`config.mk`:
```
export PLATFORM = sky130hd
export DESIGN_NAME = gcd_host_seq_flat
export DESIGN_NICKNAME = d
export VERILOG_FILES = /design/src/rtl/gcd_host_seq_if.sv /design/src/rtl/gcd_host_seq.sv /design/src/flat_wrapper.sv
export SDC_FILE = /design/constraint.sdc
export NUM_CORES = 1
export LEC_CHECK = 0
export CAP_MARGIN = 10
export CORE_MARGIN = 8
export CORE_UTILIZATION = 49
export DETAILED_ROUTE_END_ITERATION = 7
export PLACE_DENSITY = 0.8
export SYNTH_ARGS = -nofsm -noshare
export SYNTH_HDL_FRONTEND = slang
export SYNTH_SLANG_ARGS = --single-unit
```
`constraint.sdc`:
```
create_clock -name clk -period 2 [get_ports clk]
set_clock_uncertainty 0.15 [all_clocks]
set_input_delay 0.2 -clock clk [delete_from_list [all_inputs] [get_ports clk]]
set_output_delay 0.2 -clock clk [all_outputs]
set_load 0.1 [all_outputs]
```
`src/rtl/gcd_host_seq_if.sv`:
```
// Purpose: bundles the host request/response handshakes and the GCD engine bus.
// Latency: none, wires only.
// Backpressure: req_ready/rsp_ready carry valid-ready flow control in each direction.
// Ports (modport slave = sequencer side):
//   req_valid/req_ready/req_a/req_b   host operand pair in
//   rsp_valid/rsp_ready/rsp_gcd/rsp_timeout  result out
//   gcd_start/gcd_data out, gcd_done/gcd_result in   engine side
interface gcd_host_seq_if;
  logic       req_valid;
  logic       req_ready;
  logic [7:0] req_a;
  logic [7:0] req_b;
  logic       rsp_valid;
  logic       rsp_ready;
  logic [7:0] rsp_gcd;
  logic       rsp_timeout;
  logic       gcd_start;
  logic [7:0] gcd_data;
  logic       gcd_done;
  logic [7:0] gcd_result;

  // Sequencer side.
  modport slave (
    input  req_valid, req_a, req_b, rsp_ready, gcd_done, gcd_result,
    output req_ready, rsp_valid, rsp_gcd, rsp_timeout, gcd_start, gcd_data
  );

  // Environment side: host plus GCD engine.
  modport master (
    output req_valid, req_a, req_b, rsp_ready, gcd_done, gcd_result,
    input  req_ready, rsp_valid, rsp_gcd, rsp_timeout, gcd_start, gcd_data
  );
endinterface

```
`src/rtl/gcd_host_seq.sv`:
```
// Purpose: sequences one host operand pair through a GCD engine and returns the result.
// Latency: zero operand -> result 1 cycle after accept; otherwise 3 load cycles + WAIT + 1.
// Backpressure: accepts only in IDLE; result held in RESP until rsp_ready.
// Ports: clk, rst (sync, active-high); bus (gcd_host_seq_if.slave) carries the
//   request handshake, response handshake and the engine start/data/done/result.
module gcd_host_seq #(
  parameter int unsigned TIMEOUT = 255
) (
  input logic           clk,
  input logic           rst,
  gcd_host_seq_if.slave bus
);

  typedef enum logic [2:0] {
    IDLE   = 3'd0,
    START  = 3'd1,
    LOAD_A = 3'd2,
    LOAD_B = 3'd3,
    WAIT   = 3'd4,
    RESP   = 3'd5
  } state_t;

  // Counter value seen in the last WAIT cycle before giving up.
  localparam logic [7:0] CNT_LAST = 8'(TIMEOUT - 1);

  state_t     state_q, state_d;
  logic [7:0] a_q, a_d;
  logic [7:0] b_q, b_d;
  logic [7:0] cnt_q, cnt_d;
  logic [7:0] rsp_gcd_q, rsp_gcd_d;
  logic       rsp_timeout_q, rsp_timeout_d;

  logic       req_hs;

  assign req_hs = bus.req_valid && (state_q == IDLE);

  always_comb begin
    state_d       = state_q;
    a_d           = a_q;
    b_d           = b_q;
    cnt_d         = cnt_q;
    rsp_gcd_d     = rsp_gcd_q;
    rsp_timeout_d = rsp_timeout_q;

    case (state_q)
      IDLE: begin
        if (req_hs) begin
          a_d = bus.req_a;
          b_d = bus.req_b;
          if ((bus.req_a == 8'd0) || (bus.req_b == 8'd0)) begin
            // gcd(x,0)=x and gcd(0,0)=0, so the OR is the answer; skip the engine.
            rsp_gcd_d     = bus.req_a | bus.req_b;
            rsp_timeout_d = 1'b0;
            state_d       = RESP;
          end else begin
            state_d = START;
          end
        end
      end
      START:  state_d = LOAD_A;
      LOAD_A: state_d = LOAD_B;
      LOAD_B: begin
        cnt_d   = 8'd0;
        state_d = WAIT;
      end
      WAIT: begin
        // Completion is checked first so it wins over a coincident timeout.
        if (bus.gcd_done) begin
          rsp_gcd_d     = bus.gcd_result;
          rsp_timeout_d = 1'b0;
          state_d       = RESP;
        end else if (cnt_q == CNT_LAST) begin
          rsp_gcd_d     = 8'd0;
          rsp_timeout_d = 1'b1;
          state_d       = RESP;
        end else if (cnt_q != 8'hFF) begin
          cnt_d = cnt_q + 8'd1;
        end
      end
      RESP: begin
        if (bus.rsp_ready) state_d = IDLE;
      end
      default: state_d = IDLE;
    endcase
  end

  always_ff @(posedge clk) begin
    if (rst) begin
      state_q       <= IDLE;
      a_q           <= 8'd0;
      b_q           <= 8'd0;
      cnt_q         <= 8'd0;
      rsp_gcd_q     <= 8'd0;
      rsp_timeout_q <= 1'b0;
    end else begin
      state_q       <= state_d;
      a_q           <= a_d;
      b_q           <= b_d;
      cnt_q         <= cnt_d;
      rsp_gcd_q     <= rsp_gcd_d;
      rsp_timeout_q <= rsp_timeout_d;
    end
  end

  // Shared operand bus: A during START and LOAD_A, B during LOAD_B, otherwise idle at 0.
  always_comb begin
    bus.gcd_data = 8'd0;
    case (state_q)
      START, LOAD_A: bus.gcd_data = a_q;
      LOAD_B:        bus.gcd_data = b_q;
      default:       bus.gcd_data = 8'd0;
    endcase
  end

  assign bus.req_ready   = (state_q == IDLE);
  assign bus.gcd_start   = (state_q == START);
  assign bus.rsp_valid   = (state_q == RESP);
  assign bus.rsp_gcd     = rsp_gcd_q;
  assign bus.rsp_timeout = rsp_timeout_q;

endmodule

```
`src/flat_wrapper.sv`:
```
// flat-port wrapper written by rule: the top's interface ports become plain ports
module gcd_host_seq_flat 
#(
  parameter int unsigned TIMEOUT = 255
)
  (clk, rst, bus_req_valid, bus_req_a, bus_req_b, bus_rsp_ready, bus_gcd_done, bus_gcd_result, bus_req_ready, bus_rsp_valid, bus_rsp_gcd, bus_rsp_timeout, bus_gcd_start, bus_gcd_data);
  gcd_host_seq_if bus_i ();
  input logic clk;
  input logic rst;
  input wire logic [$bits(bus_i.req_valid)-1:0] bus_req_valid;
  input wire logic [$bits(bus_i.req_a)-1:0] bus_req_a;
  input wire logic [$bits(bus_i.req_b)-1:0] bus_req_b;
  input wire logic [$bits(bus_i.rsp_ready)-1:0] bus_rsp_ready;
  input wire logic [$bits(bus_i.gcd_done)-1:0] bus_gcd_done;
  input wire logic [$bits(bus_i.gcd_result)-1:0] bus_gcd_result;
  output wire logic [$bits(bus_i.req_ready)-1:0] bus_req_ready;
  output wire logic [$bits(bus_i.rsp_valid)-1:0] bus_rsp_valid;
  output wire logic [$bits(bus_i.rsp_gcd)-1:0] bus_rsp_gcd;
  output wire logic [$bits(bus_i.rsp_timeout)-1:0] bus_rsp_timeout;
  output wire logic [$bits(bus_i.gcd_start)-1:0] bus_gcd_start;
  output wire logic [$bits(bus_i.gcd_data)-1:0] bus_gcd_data;
  assign bus_i.req_valid = bus_req_valid;
  assign bus_i.req_a = bus_req_a;
  assign bus_i.req_b = bus_req_b;
  assign bus_i.rsp_ready = bus_rsp_ready;
  assign bus_i.gcd_done = bus_gcd_done;
  assign bus_i.gcd_result = bus_gcd_result;
  assign bus_req_ready = bus_i.req_ready;
  assign bus_rsp_valid = bus_i.rsp_valid;
  assign bus_rsp_gcd = bus_i.rsp_gcd;
  assign bus_rsp_timeout = bus_i.rsp_timeout;
  assign bus_gcd_start = bus_i.gcd_start;
  assign bus_gcd_data = bus_i.gcd_data;
  gcd_host_seq #(.TIMEOUT(TIMEOUT)) u_core (.clk(clk), .rst(rst), .bus(bus_i));
endmodule
```
==> run summary <==
drt drc - 0
Clk pin slew, worst setup/hold paths - 70 ps
sequential share of power - 26.7%
Final TNS setup - 0 ps
Site Rows - 23
commonest non-fill, non-tap cell in the layout - nand2_1
Max Fclk - 512 MHz
clk_lat worst skew - 300 ps
WL/cell - 16.0 microns
sequential share of the synthesized area - 37.0%
critical path startpoint category - flop
PortBufs - 48
CTS tree - done
Worst VDD drop - 0.00138 V
I/O pins - 49
core box area - 3910 sq um
Synth Instances - 251
post-DP HPWL - 4220 microns
final setup fails - 0
period utilisation layout - 97.7%
CTS Hold Bufs - 0
antenna violations before repair - 0
Nets - 354
post-synth cell types - 38
Worst-Margin Slew - 415 ps
Avg Cell Area, Syn - 7.76 sq um
H-tree depth - 2
EDFF count, synth - 0
PD cells - 1240 nW/um^2
DR vias/cell - 5.61
gr ovfl total - 0
clock buffer depth - 2
Die Y - 79.0 microns
endpoints failing hold - 0
flops & latches, synth - 36
starting density of the core - 49.7%
Leak Pwr - 1.12 nW
Crit. End Element - output port
antenna viol nets, final - 0
Slew Viols, Final - 0
post-place setup slack - -114 ps
switch share - 47.3%
Final GP Congestion - 0.889
CP max FO - 8
initial DRC count - 218
die width - 79.0 microns
Root Buffer - clkbuf_8
layout cell share with drive strength beyond 1 - 29.3%
vias in the first global route - 2,067
largest net degree at the start of global routing - 19
ys async rst share - 0%
placed cell count - 364
Mapped Area - 1950 sq um
synth warn - 0
Comb pwr share - 58.6%
first-pass GRT wire length - 9640 microns
GRT Overall Usage - 18.8%
Max Cap Viol - 0
synthesized net count - 282
critical path class - flop to output port
WP data required - 1650 ps
Detailed Route WL - 5990 microns
router iterations before antenna repair - 4
post-route minimum period - 1950 ps
cell-internal power - 0.00195 W
Non-Filler Instances - 374
Final WS setup - 46.0 ps
number of diodes - 0
Crit path arrival time - 1600 ps
Clock Sinks - 36
via count - 2,098
status - complete, no violations
Slew headroom - 72.1%
cts bufs inserted - 5
Die ar. - 6250 sq um
Hold Path Class - flop to flop
Main synth FF type - dfxtp_1
Psw - 0.00175 W
most frequent cells in the layout - nand2_1 (50), a21oi_1 (38), buf_4 (37)
clock network power share - 14.7%
area grow syn2layout - 53.7%
## state kept, by name, summed over array words and instances, names as in the netlist
| signal | cells |
|---|---|
| u_core.a_q | 8 |
| u_core.b_q | 8 |
| u_core.bus.rsp_gcd | 8 |
| u_core.cnt_q | 8 |
| u_core.state_q | 3 |
| u_core.bus.rsp_timeout | 1 |
## synthesized netlist by cell type (2+ instances only)
cell      instances  share of area [%]
dfxtp_1          36                 37
clkbuf_1          6                1.2
nor3b_1           2               0.77
inv_1             4               0.77
nor3_1           10                2.6
o21ai_0           6                1.5
nor2_1           20                3.9
o21ai_1           7                1.8
mux2_2            9                5.2
nand2_1          51                9.8
buf_2             6                1.5
nor2b_1           3               0.96
a22oi_1           7                2.7
a21oi_1          38                9.8
buf_4             3                1.2
xnor2_1           5                2.2
nor4_1            4                1.3
ha_1              2                1.3
nand3_1          13                3.3
## power groups by stage
stage / logic (W) / registers [W] / clock network (W)
final: 0.00217 / 0.000988 / 0.000544
after global routing: 0.00228 / 0.00100 / 0.000578
after CTS: 0.00208 / 0.000974 / 0.000548
after detailed placement: 0.00206 / 0.000978 / 0
after global placement: 0.00204 / 0.000969 / 0
after floorplan: 0.00127 / 0.00112 / 0
## kinds of logic (layout without fill, tap and decap cells)
| family | count (synthesis) | count (layout) | share of synthesized area, % |
|---|---|---|---|
| adders and majority gates | 2 | 2 | 1.29 |
| and+or+nand+nor | 112 | 112 | 28.2 |
| muxes | 9 | 9 | 5.21 |
| xor gates and xnor gates | 6 | 6 | 2.70 |
| AOI/OAI and AO/OA | 67 | 67 | 21.0 |
| buffers and inverters | 19 | 92 | 4.63 |
| DFF | 36 | 36 | 37.0 |
## layout make-up
| class | instances | area [sq um] |
|---|---|---|
| Clock buffer | 8 | 90.1 |
| Fill cell | 285 | 922 |
| Inverter | 4 | 15.0 |
| Multi-Input combinational cell | 196 | 1250 |
| Sequential cell | 36 | 726 |
| Tap cell | 50 | 62.6 |
| Timing Repair Buffer | 80 | 850 |
## final timing paths
check / from / to / slack (ps) / depth (start not counted)
setup / recovery: u_core.state_q[1] / bus_gcd_data[0] / 50 / 5
hold reg to reg: u_core.b_q[6] / u_core.b_q[6] / 320 / 2
hold / removal: u_core.b_q[6] / u_core.b_q[6] / 320 / 2
setup reg to reg: u_core.state_q[1] / u_core.cnt_q[5] / 200 / 6
## critical path, cell delays in order, from the launching register on
cell and delay, ps:
dfxtp_2 380, buf_12 140, mux2_2 340, a22oi_2 230, nor2_4 50, buf_12 160
## through the flow
step	hold WS [ps]	util [%]	area (sq um)	power [W]
floorplan	186	-	2040	0.00239
finish	316	76.4	2990	0.00370
detailed placement	298	72.3	2830	0.00304
CTS	310	74.9	2930	0.00361
global route	344	76.4	2990	0.00386
global placement	289	72.3	2830	0.00300
## layer usage
layer	global-route usage [%]	up-vias	part of all wire (%)
met3	5.53	15	7.2
met2	30.0	73	48
met4	7.78	0	2.2
met1	23.0	986	43
met5	0	-	0
li1	-	1024	-
## repair_timing
item,CTS,global route
setup buffers,0,2
endpoints found under the hold margin,0,0
gates cloned,0,0
pin swaps,0,1
endpoints found under the setup margin,7,6
gates resized for setup,4,7
(Power assumes the default switching activity.)
==> variant 1: new RTL, same settings <==
Reset style: asynchronous (`rst`), changed in one clocked block.
--- a/src/rtl/gcd_host_seq.sv
+++ b/src/rtl/gcd_host_seq.sv
@@ -85,5 +85,5 @@
   end
 
-  always_ff @(posedge clk) begin
+  always_ff @(posedge clk or posedge rst) begin
     if (rst) begin
       state_q       <= IDLE;
Formal check against the unedited RTL: differs if rst is asserted again (counterexample within 4 cycles, from zero or initial values and one cycle with rst high); with rst held inactive, the same outputs for 10 cycles.
==> variant 1 against the unedited design <==
  * The flow now finishes with violations (DRC, setup timing)
  * Sequential cell count stayed put
  * Maximum frequency fell by 6.4%
  * Synthesized area decreased by 4.6%
  * Hold slack worse by 0.15 ns
  * Routed wire length is 32% higher
  * Synthesized cell count decreased by 31%
  * Sequential share of layout area grew 3.8 points
  * Register-to-register slack lost 0.29 ns
  * Largest cell class unchanged
  * Worst setup slack got worse by 0.13 ns
  * Design area is 7.2% higher
Power is not compared: it rests on default switching activity, and its combinational part moved more than twofold at a synthesized area within 25%.
==> variant 1: results (changes against the unedited design) <==
DRT Pass-1 Iters 8 (+4); share of post-route cells with drive strength above 1 51.0% (+22 points); routability cong. 0.814 (-8.5%); worst-case reg-to-reg path depth 7 (+1); Tot GR Track Use 21.0% (+2.2 points); largest net degree at the start of global routing 37 (+18); synth cell count leaders dfrtp_1, mux2_2, a21oi_1; family with the most delay on the worst path compound AO/OA/AOI/OAI gates; maximum vdd drop 1360 uV; hold_ws 0.168 ns (-0.148 ns); HP Class in -> async; Clock power frac 10.4%; post-synthesis async set-or-reset flop share 100% (+100 points); Post-Place Worst Slack -0.230 ns (-0.115 ns); mux cell area share after synthesis 15.7% (+10 points); r2r startpoint u_core.state_q[0]; DRC 3 (+3); final setup fails 16 (+16); CTS resizes 17 (+13); worst skew pair latency 0.29 ns; sum of negative setup slack -0.512 ns (-0.512 ns); CP max stage delay 0.40 ns (+0.02 ns); met1 Usage GRT 24.6% (+1.6 points); Post-DP HPWL 4370 um (+3.6%); worst rel slew slack 69.0% (-3.0 points); vias in the first global route 2018 (-2.4%); worst reg2reg endpoint u_core.cnt_q[1]; M3 GR Usage 5.65% (+0.11 points); Fill cells 159 (-44%); Mapped Nets 203 (-28%); drt wl/cell 25.4 um (+58%); Area contributors post-synth dfrtp_1, mux2_2, a21oi_1; adder-cell area share of the yosys netlist 1.35% (+0.062 points); failing checks DRC, setup timing; placement-stage cell area 2760 um^2 (-2.3%); critical path's slowest cell dfrtp_1; CTS Buf Count 5 (unchanged); Netlist cell types 34 (-11%); post-synthesis cell count 172 (-31%); Post-synth top flop dfrtp_1; Synth Area in XOR/XNOR 0% (-2.7 points); warnings from Yosys 0 (unchanged); Placed Cells 289 (-21%); Worst Path Arrival 2.07 ns (+0.47 ns); Synth Area in Compound Gates 15.4% (-5.5 points); status complete, but fails checks; Initial DRC Count 206 (-5.5%); final wirelength 7890 um (+32%); met2 Usage GRT 36.0% (+6.0 points); routed vias/inst 6.60 (+18%); first-pass GRT wire length 10100 um (+5.2%); setup ws final -0.0881 ns (-0.134 ns); CP max FO 7 (-1); total setup buffers inserted after CTS 5 (+5); Root Driver clkbuf_8; Seq/Total Area, Yosys 48.5% (+11 points)
variant 1: layout make-up:
class	instances	area share [%]
well taps	48	1.87
inverters	4	0.468
repair buffers	91	29.8
flip-flops and latches	36	28.1
multi-input cells	124	36.3
clock inverters	3	1.33
clock buffers	5	2.15
variant 1: worst max-delay path by stage:
stage | endpoint | cells past startpoint | slack (ns) | startpoint
3_5_place_dp | u_core.bus.rsp_gcd[4] | 6 | -0.23 | bus_req_a[4]
3_3_place_gp | u_core.bus.rsp_gcd[3] | 6 | -0.16 | bus_req_a[4]
2_1_floorplan | u_core.a_q[0] | 6 | -0.39 | u_core.state_q[1]
5_1_grt | u_core.cnt_q[1] | 7 | -0.12 | u_core.state_q[0]
4_1_cts | bus_gcd_data[5] | 6 | -0.008 | u_core.state_q[1]
6_report | u_core.cnt_q[1] | 7 | -0.09 | u_core.state_q[0]
variant 1: per-layer routing:
metal | part of all wire, % | routed length, um
met5 | 0 | 0
met2 | 48 | 3800
met4 | 4.3 | 342
met3 | 11 | 884
met1 | 36 | 2860
==> variant 2: new RTL, same flow settings <==
Without the edit above. `TIMEOUT` is set to 255 in 2 places; all go to 191.
--- a/src/rtl/gcd_host_seq.sv
+++ b/src/rtl/gcd_host_seq.sv
@@ -5,5 +5,5 @@
 //   request handshake, response handshake and the engine start/data/done/result.
 module gcd_host_seq #(
-  parameter int unsigned TIMEOUT = 255
+  parameter int unsigned TIMEOUT = 191
 ) (
   input logic           clk,
--- a/src/flat_wrapper.sv
+++ b/src/flat_wrapper.sv
@@ -2,5 +2,5 @@
 module gcd_host_seq_flat 
 #(
-  parameter int unsigned TIMEOUT = 255
+  parameter int unsigned TIMEOUT = 191
 )
   (clk, rst, bus_req_valid, bus_req_a, bus_req_b, bus_rsp_ready, bus_gcd_done, bus_gcd_result, bus_req_ready, bus_rsp_valid, bus_rsp_gcd, bus_rsp_timeout, bus_gcd_start, bus_gcd_data);
Check against the original RTL: same outputs for any inputs over 10 cycles, from zero or initial values and one cycle with rst high; that may be too few to reach the edited logic, so the function may still have changed.
==> variant 2 against the unedited design <==
  * Worst setup slack got worse by 0.020 ns
  * Via count grew 7.8%
  * Routed wire length increased by 12%
  * Synthesized area up 2.4%
  * Synthesized cell count rose by 3.6%
  * Design area up 4.7%
  * Total power rose by 7.6%
  * Die area is 1.9% higher
  * Register-to-register slack worse by 0.15 ns
  * Maximum frequency fell by 1.0%
  * Sequential cell count unchanged
  * Highest routed layer unchanged
==> variant 2: results (changes against the unedited design) <==
status complete, no violations; Post-DP HPWL 4540 um (+7.6%); ant diodes 0 (unchanged); worst-case reg-to-reg path depth 5 (-1); Tot GR Track Use 20.2% (+1.4 points); hold_ws 0.309 ns (-0.00707 ns); maximum vdd drop 1300 uV (-6.1%); routed vias/inst 5.88 (+4.7%); hold_sp u_core.bus.rsp_gcd[5]; DRT Pass-1 Iters 5 (+1); largest net degree at the start of global routing 17 (-2); Seq/Total Area, Yosys 36.1% (-0.88 points); synth cell count leaders nand2_1, dfxtp_1, a21oi_1; worst reg2reg endpoint u_core.cnt_q[6]; Placed Cells 370 (+1.6%); mux cell area share after synthesis 11.5% (+6.3 points); Worst Path Arrival 1.62 ns (+0.02 ns); adder-cell area share of the yosys netlist 1.25% (-0.031 points); vias in the first global route 2142 (+3.6%); post-synthesis async set-or-reset flop share 0% (unchanged); met1 Usage GRT 23.9% (+0.87 points); post-synthesis cell count 260 (+3.6%); CP endpoint bus_gcd_data[2]; Area contributors post-synth dfxtp_1, nand2_1, a21oi_1; Post-Place Worst Slack -0.0589 ns (+0.0556 ns); M3 GR Usage 5.29% (-0.24 points); clk slew on worst S/H paths 0.08 ns; r2r startpoint u_core.state_q[2]; final wirelength 6720 um (+12%); Worst R2R Setup Slack 0.05 ns (-0.15 ns); setup ws final 0.0255 ns (-0.0205 ns); placement-stage cell area 2870 um^2 (+1.3%); routability cong. 0.913 (+2.7%); Initial DRC Count 231 (+6.0%); Hold Path End u_core.bus.rsp_gcd[5]; combinational group share of total power 59.2% (+0.6 points); Netlist cell types 40 (+5.3%); share of post-route cells with drive strength above 1 29.6% (+0.23 points); Leakage 1.26 nW (+13%); drt wl/cell 17.5 um (+8.9%); Mapped Nets 291 (+3.2%); CTS resizes 14 (+10); Reg power frac 24.2% (-2.5 points); worst-margin pin slew 0.506 ns (+0.0904 ns); Synth Area in XOR/XNOR 0.439% (-2.3 points); CP max FO 7 (-1); Synth Area in Compound Gates 16.4% (-4.6 points); met2 Usage GRT 33.4% (+3.4 points); Net Sw Frac 45.9% (-1.4 points); pwr dens 1270 nW/um^2 (+2.8%)
==> variant 2: changes by cell type after synthesis, moves of 2 or more <==
cell / change
o21ai_1: -6
or4_1: +3
nor2_1: -3
xnor2_1: -4
or3_1: +12
buf_4: -3
clkbuf_1: +7
nand3_1: -8
nand4_1: +2
mux2i_1: +14
and3_1: +2
o21ai_0: -2
a21oi_1: -6
nand4b_1: +2
==> variant 2: cell type report <==
class / count / area, um^2
Tap cell: 50 / 62.6
Multi-Input combinational cell: 199 / 1320
Timing Repair Buffer: 86 / 891
Clock inverter: 2 / 35.0
Fill cell: 245 / 840
Clock buffer: 6 / 72.6
Sequential cell: 36 / 728
Inverter: 6 / 22.5
==> variant 2: critical path, stage by stage, from the launching register on <==
cell     delay, ns
dfxtp_4       0.38
buf_12        0.14
nor2b_1       0.13
buf_4         0.17
a22oi_2       0.26
nor2_4        0.06
buf_12        0.17
==> variant 2: routing by layer <==
layer,up-vias,routed length (um)
li1,1075,-
met1,1047,2760
met4,0,231
met2,115,3160
met5,-,0
met3,25,571
